File: src/rtl/uart_tx_byte_if.sv
// Byte-request / serial-line bundle between the byte-sender and the UART transmitter.
interface uart_tx_byte_if #(
    parameter int unsigned DATA_BITS = 8
);
    logic                 tx_en;
    logic [DATA_BITS-1:0] tx_data;
    logic                 tx_serial;
    logic                 tx_busy;
    logic                 tx_done;

    modport master (
        output tx_en,
        output tx_data,
        input  tx_serial,
        input  tx_busy,
        input  tx_done
    );

    modport slave (
        input  tx_en,
        input  tx_data,
        output tx_serial,
        output tx_busy,
        output tx_done
    );
endinterface

File: src/rtl/uart_tx_byte.sv
// UART transmitter: shifts one accepted byte out LSB first as start/data/stop,
// then pulses tx_done and inserts a one-cycle gap before the next accept.
module uart_tx_byte #(
    parameter int unsigned CLKS_PER_BIT = 434,
    parameter int unsigned DATA_BITS    = 8,
    parameter int unsigned STOP_BITS    = 1
) (
    input  logic           clk,
    input  logic           reset,
    uart_tx_byte_if.slave  tx_if
);

    localparam int unsigned CNT_W = (CLKS_PER_BIT > 1) ? $clog2(CLKS_PER_BIT) : 1;
    localparam int unsigned IDX_W = (DATA_BITS > 1) ? $clog2(DATA_BITS) : 1;

    // Reject unsupported frame shapes at elaboration.
    if (CLKS_PER_BIT < 2) begin : g_bad_cpb
        $error("uart_tx_byte: CLKS_PER_BIT must be >= 2");
    end
    if (DATA_BITS < 5 || DATA_BITS > 8) begin : g_bad_data_bits
        $error("uart_tx_byte: DATA_BITS must be 5..8");
    end
    if (STOP_BITS != 1 && STOP_BITS != 2) begin : g_bad_stop_bits
        $error("uart_tx_byte: STOP_BITS must be 1 or 2");
    end

    typedef enum logic [2:0] {
        IDLE  = 3'd0,
        START = 3'd1,
        DATA  = 3'd2,
        STOP  = 3'd3,
        DONE  = 3'd4,
        GAP   = 3'd5
    } state_e;

    state_e               state_q, state_d;
    logic [CNT_W-1:0]     baud_cnt_q, baud_cnt_d;
    logic [IDX_W-1:0]     bit_idx_q, bit_idx_d;
    logic [DATA_BITS-1:0] shift_q, shift_d;
    logic                 tx_serial_q, tx_serial_d;
    logic                 tx_busy_q, tx_busy_d;
    logic                 tx_done_q, tx_done_d;
    logic                 bit_end;

    assign bit_end = (baud_cnt_q == CNT_W'(CLKS_PER_BIT - 1));

    // State register and registered outputs; reset abandons any frame in flight.
    always_ff @(posedge clk or posedge reset) begin
        if (reset) begin
            state_q     <= IDLE;
            baud_cnt_q  <= '0;
            bit_idx_q   <= '0;
            shift_q     <= '0;
            tx_serial_q <= 1'b1;
            tx_busy_q   <= 1'b0;
            tx_done_q   <= 1'b0;
        end else begin
            state_q     <= state_d;
            baud_cnt_q  <= baud_cnt_d;
            bit_idx_q   <= bit_idx_d;
            shift_q     <= shift_d;
            tx_serial_q <= tx_serial_d;
            tx_busy_q   <= tx_busy_d;
            tx_done_q   <= tx_done_d;
        end
    end

    // Next-state, bit timing and next-output decode.
    always_comb begin
        state_d     = state_q;
        baud_cnt_d  = baud_cnt_q;
        bit_idx_d   = bit_idx_q;
        shift_d     = shift_q;
        tx_serial_d = 1'b1;
        tx_busy_d   = 1'b0;
        tx_done_d   = 1'b0;

        case (state_q)
            IDLE: begin
                baud_cnt_d = '0;
                bit_idx_d  = '0;
                if (tx_if.tx_en) begin
                    shift_d = tx_if.tx_data;
                    state_d = START;
                end
            end
            START: begin
                if (bit_end) begin
                    baud_cnt_d = '0;
                    bit_idx_d  = '0;
                    state_d    = DATA;
                end else begin
                    baud_cnt_d = baud_cnt_q + CNT_W'(1);
                end
            end
            DATA: begin
                if (bit_end) begin
                    baud_cnt_d = '0;
                    shift_d    = shift_q >> 1;
                    if (bit_idx_q == IDX_W'(DATA_BITS - 1)) begin
                        bit_idx_d = '0;
                        state_d   = STOP;
                    end else begin
                        bit_idx_d = bit_idx_q + IDX_W'(1);
                    end
                end else begin
                    baud_cnt_d = baud_cnt_q + CNT_W'(1);
                end
            end
            STOP: begin
                if (bit_end) begin
                    baud_cnt_d = '0;
                    if (bit_idx_q == IDX_W'(STOP_BITS - 1)) begin
                        bit_idx_d = '0;
                        state_d   = DONE;
                    end else begin
                        bit_idx_d = bit_idx_q + IDX_W'(1);
                    end
                end else begin
                    baud_cnt_d = baud_cnt_q + CNT_W'(1);
                end
            end
            DONE: begin
                state_d = GAP;
            end
            GAP: begin
                state_d = IDLE;
            end
            default: begin
                state_d = IDLE;
            end
        endcase

        // Outputs follow the state being entered so they line up with it once registered.
        case (state_d)
            START:   tx_serial_d = 1'b0;
            DATA:    tx_serial_d = shift_d[0];
            default: tx_serial_d = 1'b1;
        endcase
        tx_busy_d = (state_d != IDLE);
        tx_done_d = (state_d == DONE);
    end

    assign tx_if.tx_serial = tx_serial_q;
    assign tx_if.tx_busy   = tx_busy_q;
    assign tx_if.tx_done   = tx_done_q;

endmodule

File: src/flat_wrapper.sv
// flat-port wrapper written by rule: the top's interface ports become plain ports
module uart_tx_byte_flat 
#(
    parameter int unsigned CLKS_PER_BIT = 434,
    parameter int unsigned DATA_BITS    = 8,
    parameter int unsigned STOP_BITS    = 1
)
  (clk, reset, tx_if_tx_en, tx_if_tx_data, tx_if_tx_serial, tx_if_tx_busy, tx_if_tx_done);
  uart_tx_byte_if #(.DATA_BITS(DATA_BITS)) tx_if_i ();
  input  logic clk;
  input  logic reset;
  input wire logic [$bits(tx_if_i.tx_en)-1:0] tx_if_tx_en;
  input wire logic [$bits(tx_if_i.tx_data)-1:0] tx_if_tx_data;
  output wire logic [$bits(tx_if_i.tx_serial)-1:0] tx_if_tx_serial;
  output wire logic [$bits(tx_if_i.tx_busy)-1:0] tx_if_tx_busy;
  output wire logic [$bits(tx_if_i.tx_done)-1:0] tx_if_tx_done;
  assign tx_if_i.tx_en = tx_if_tx_en;
  assign tx_if_i.tx_data = tx_if_tx_data;
  assign tx_if_tx_serial = tx_if_i.tx_serial;
  assign tx_if_tx_busy = tx_if_i.tx_busy;
  assign tx_if_tx_done = tx_if_i.tx_done;
  uart_tx_byte #(.CLKS_PER_BIT(CLKS_PER_BIT), .DATA_BITS(DATA_BITS), .STOP_BITS(STOP_BITS)) u_core (.clk(clk), .reset(reset), .tx_if(tx_if_i));
endmodule
File: config.mk
export PLATFORM = sky130hd
export DESIGN_NAME = uart_tx_byte_flat
export DESIGN_NICKNAME = d
export VERILOG_FILES = /design/src/rtl/uart_tx_byte_if.sv /design/src/rtl/uart_tx_byte.sv /design/src/flat_wrapper.sv
export SDC_FILE = /design/constraint.sdc
export NUM_CORES = 1
export LEC_CHECK = 0
export ABC_AREA = 1
export ABC_CLOCK_PERIOD_IN_PS = 3700
export CAP_MARGIN = 40
export CORE_MARGIN = 3
export CORE_UTILIZATION = 45
export DETAILED_ROUTE_END_ITERATION = 6
export PLACE_DENSITY_LB_ADDON = 0.25
export SLEW_MARGIN = 20
export SYNTH_ARGS = -nofsm -noshare
export SYNTH_HDL_FRONTEND = slang
export SYNTH_SLANG_ARGS = --single-unit
File: constraint.sdc
create_clock -name clk -period 3.7 [get_ports clk]
set_clock_uncertainty 0.15 [all_clocks]
set_input_delay 0.555 -clock clk [delete_from_list [all_inputs] [get_ports clk]]
set_output_delay 0.555 -clock clk [all_outputs]
set_load 0.02 [all_outputs]
==> metrics.cfg <==
[place]
placed_cell_area_sq_um=1700
io_buffers=13
gp_congestion=0.874
post-dp-hpwl_mm=2.44

[cells_and_area]
antenna_cells=0
nNetsFinal=206
area_growth_pct=14.9
drive_above_1_share_pct=15.9
nFillCells=295
fin_area_sq_um=1730

[yosys]
yosys_warnings=0
syn_area_per_cell_sq_um=8.69
syn-cell-area_sq_um=1500
synth_fa_ha_area_share_pct=4.16
synth_top_family_by_area=simple AND/OR/NAND/NOR gates
muxShareOfSynthArea_pct=0
yosys-top-cells-area=dfrtp_1, inv_1, nand2_1, nand3_1, ha_1
synthSimpleGateAreaFrac_pct=31.9
yosys.area.top_type=dfrtp_1
synth_top_cell_area_share_pct=41.6
netlist_instances=173
synth_nets=189
synth_seq_cells=26
synth_compound_area_share_pct=9.99
yosysSeqAreaShare_pct=43.4
synthDistinctLibCells=28
synth-xor-area-share_pct=1.75

[timing]
hold_viol_final=0
fmax_mhz=459
rsz0062_at_grt=no
worst_pin_slew_ns=0.516
finalSetupViolCount=0
period_share_pct=58.9
relSlewSlack_pct=65.6
fin_crit_ns=2.18
slew_violations=0
setup_tns_ns=0

[pwr]
switchingPower_mw=0.0977
leakage_nw=0.840
peakVddDrop_mv=0.148
swShare_pct=22.4
p_comb_share_pct=5.0
seq_power_share_pct=65.1
internal_power_mw=0.339
clkPwrFrac_pct=30.0
p_per_area_nw_per_um2=253
power_mw=0.437

[clock_network]
cts_resized=0
path_clk_slew_ns=0.15
ctsHtreeMaxLevel=1
clk_latency_ns=0.33
cts_max_path_buffers=2
root_buffer=clkbuf_4
cts_tree=done
cts.sinks=26
ctsHoldBuffers=0
cts_buffers=3
postCtsSetupBuffers=0

[flow_run]
max_cap_violations=0

[setup_path]
cp_num_cells=1
path_class=reg2out
end_kind=output port
r2r_end=u_core.shift_q[6]
cp_top_family=buffers and inverters
r2r-start=u_core.state_q[2]
critical-path-max-stage-delay_ns=0.60
crit_buf_inv=1
cp_max_fo=1
worst_ep_required_time_ns=2.99
cp_cell_sequence=clkdlybuf4s50_1
critPathLaunchType=flop
r2r_slack_ns=1.81
cp-startpoint=u_core.tx_if.tx_serial
slowest_stage=clkdlybuf4s50_1
r2r_cells=6
arrival_ns=1.47

[floorplanning]
dieArea_sq_um=4070
ios=14
core_sq_um=3130
die_x_microns=63.8
fp-row-count=20
die_y_microns=63.8
initial_core_util_pct=48.0

[routing]
dr.pass1.iters=4
viasPerCell=5.26
vias=1225
wirelength_mm=3.19
drtIter0Drc=49
ant_nets=0
drc=0
avgRoutedWirePerCell_microns=13.7

[worst_hold_path]
hold_path.class=in2async

[global_route]
grt_max_degree=19
grt_pass1_vias=1301
antenna_found_initial=0
grt_usage_pct=17.7
grt_first_pass_wirelength_mm=5.73
grt_remaining_overflow=0

[run_status]
status=finished clean

## layer usage
layer | share of wire [%] | track usage [%] | routed length, microns | vias to the layer above
met2 | 50 | 30.3 | 1610 | 25
met4 | 2.0 | 7.82 | 65 | 0
met1 | 43 | 21.5 | 1370 | 588
met5 | 0 | 0 | 0 | -
met3 | 4.4 | 3.34 | 139 | 7
li1 | - | - | - | 605
## cell type report
cell class                      count  area, sq um  area share [%]
Sequential cell                    26          652            37.8
Clock buffer                        4         26.3            1.52
Timing Repair Buffer               14          158            9.13
Tap cell                           44         55.1            3.19
Inverter                           31          118            6.81
Multi-Input combinational cell    114          718            41.6
## cells in the mapped netlist
library cell	n
o221ai_1	6
inv_2	3
nand3_2	1
nand2_4	1
nor4_1	1
nand2_1	26
dfrtp_1	25
nand3_4	2
nand3b_1	1
nor2_8	1
inv_1	27
o21ai_0	7
nor2_2	4
nand3_1	14
nor2_4	5
nor2_1	9
xor2_1	3
dfstp_2	1
buf_4	2
clkinv_2	1
or2_2	1
a21oi_1	4
nand4_1	10
nand2_2	6
ha_1	5
o21bai_1	2
o21ai_1	3
o22ai_1	2
## registers in the layout, summed over array words and instances (netlist names)
name                    count
u_core.baud_cnt_q           9
u_core.shift_q              8
u_core.bit_idx_q            3
u_core.state_q              3
u_core.tx_if.tx_busy        1
u_core.tx_if.tx_done        1
u_core.tx_if.tx_serial      1
## worst max-delay path by stage
stage                        endpoint
2_1_floorplan     u_core.bit_idx_q[2]
3_3_place_gp     u_core.tx_if.tx_busy
3_5_place_dp   u_core.tx_if.tx_serial
4_1_cts               tx_if_tx_serial
5_1_grt               tx_if_tx_serial
6_report              tx_if_tx_serial
## cell usage in the layout, fill, tap and decap left out
cell / instances
nor2_1: 9
o221ai_1: 6
clkbuf_4: 3
nand3b_1: 1
or2_2: 1
nand2_1: 26
nand2_2: 6
clkbuf_1: 1
dfrtp_1: 25
nor2_8: 1
a21oi_1: 4
o21bai_1: 2
dfstp_2: 1
nor2_2: 4
o22ai_1: 2
ha_1: 5
nand3_2: 1
nand4_1: 10
o21ai_1: 3
nor4_1: 1
nand2_4: 1
inv_1: 27
nand3_4: 2
nor2_4: 5
nand3_1: 14
clkdlybuf4s50_1: 13
o21ai_0: 7
xor2_1: 3
inv_2: 3
clkinv_2: 1
buf_16: 1
## cells by family after synthesis
group | Yosys count
simple gates | 82
compound gates | 24
buf+inv | 33
fa+ha+maj | 5
xor+xnor | 3
flops | 26
## metrics by stage
step	cells	utilization, %	setup slack, ns	hold slack (ns)
final	233	55.2	1.52	0.346
after global routing	233	55.2	1.46	0.359
after CTS	233	55.2	1.50	0.363
after detailed placement	229	54.4	1.62	0.363
after global placement	228	53.5	1.67	0.353
after floorplan	173	-	2.13	0.329
## power by group through the flow
stage	Sequential, mW	Clock, mW	Combinational (mW)
after CTS	0.284	0.133	0.0223
after global routing	0.284	0.149	0.0239
after floorplan	0.290	0	0.00496
after detailed placement	0.290	0	0.0220
after global placement	0.290	0	0.0180
final	0.284	0.131	0.0217
(Power assumes the default switching activity.)
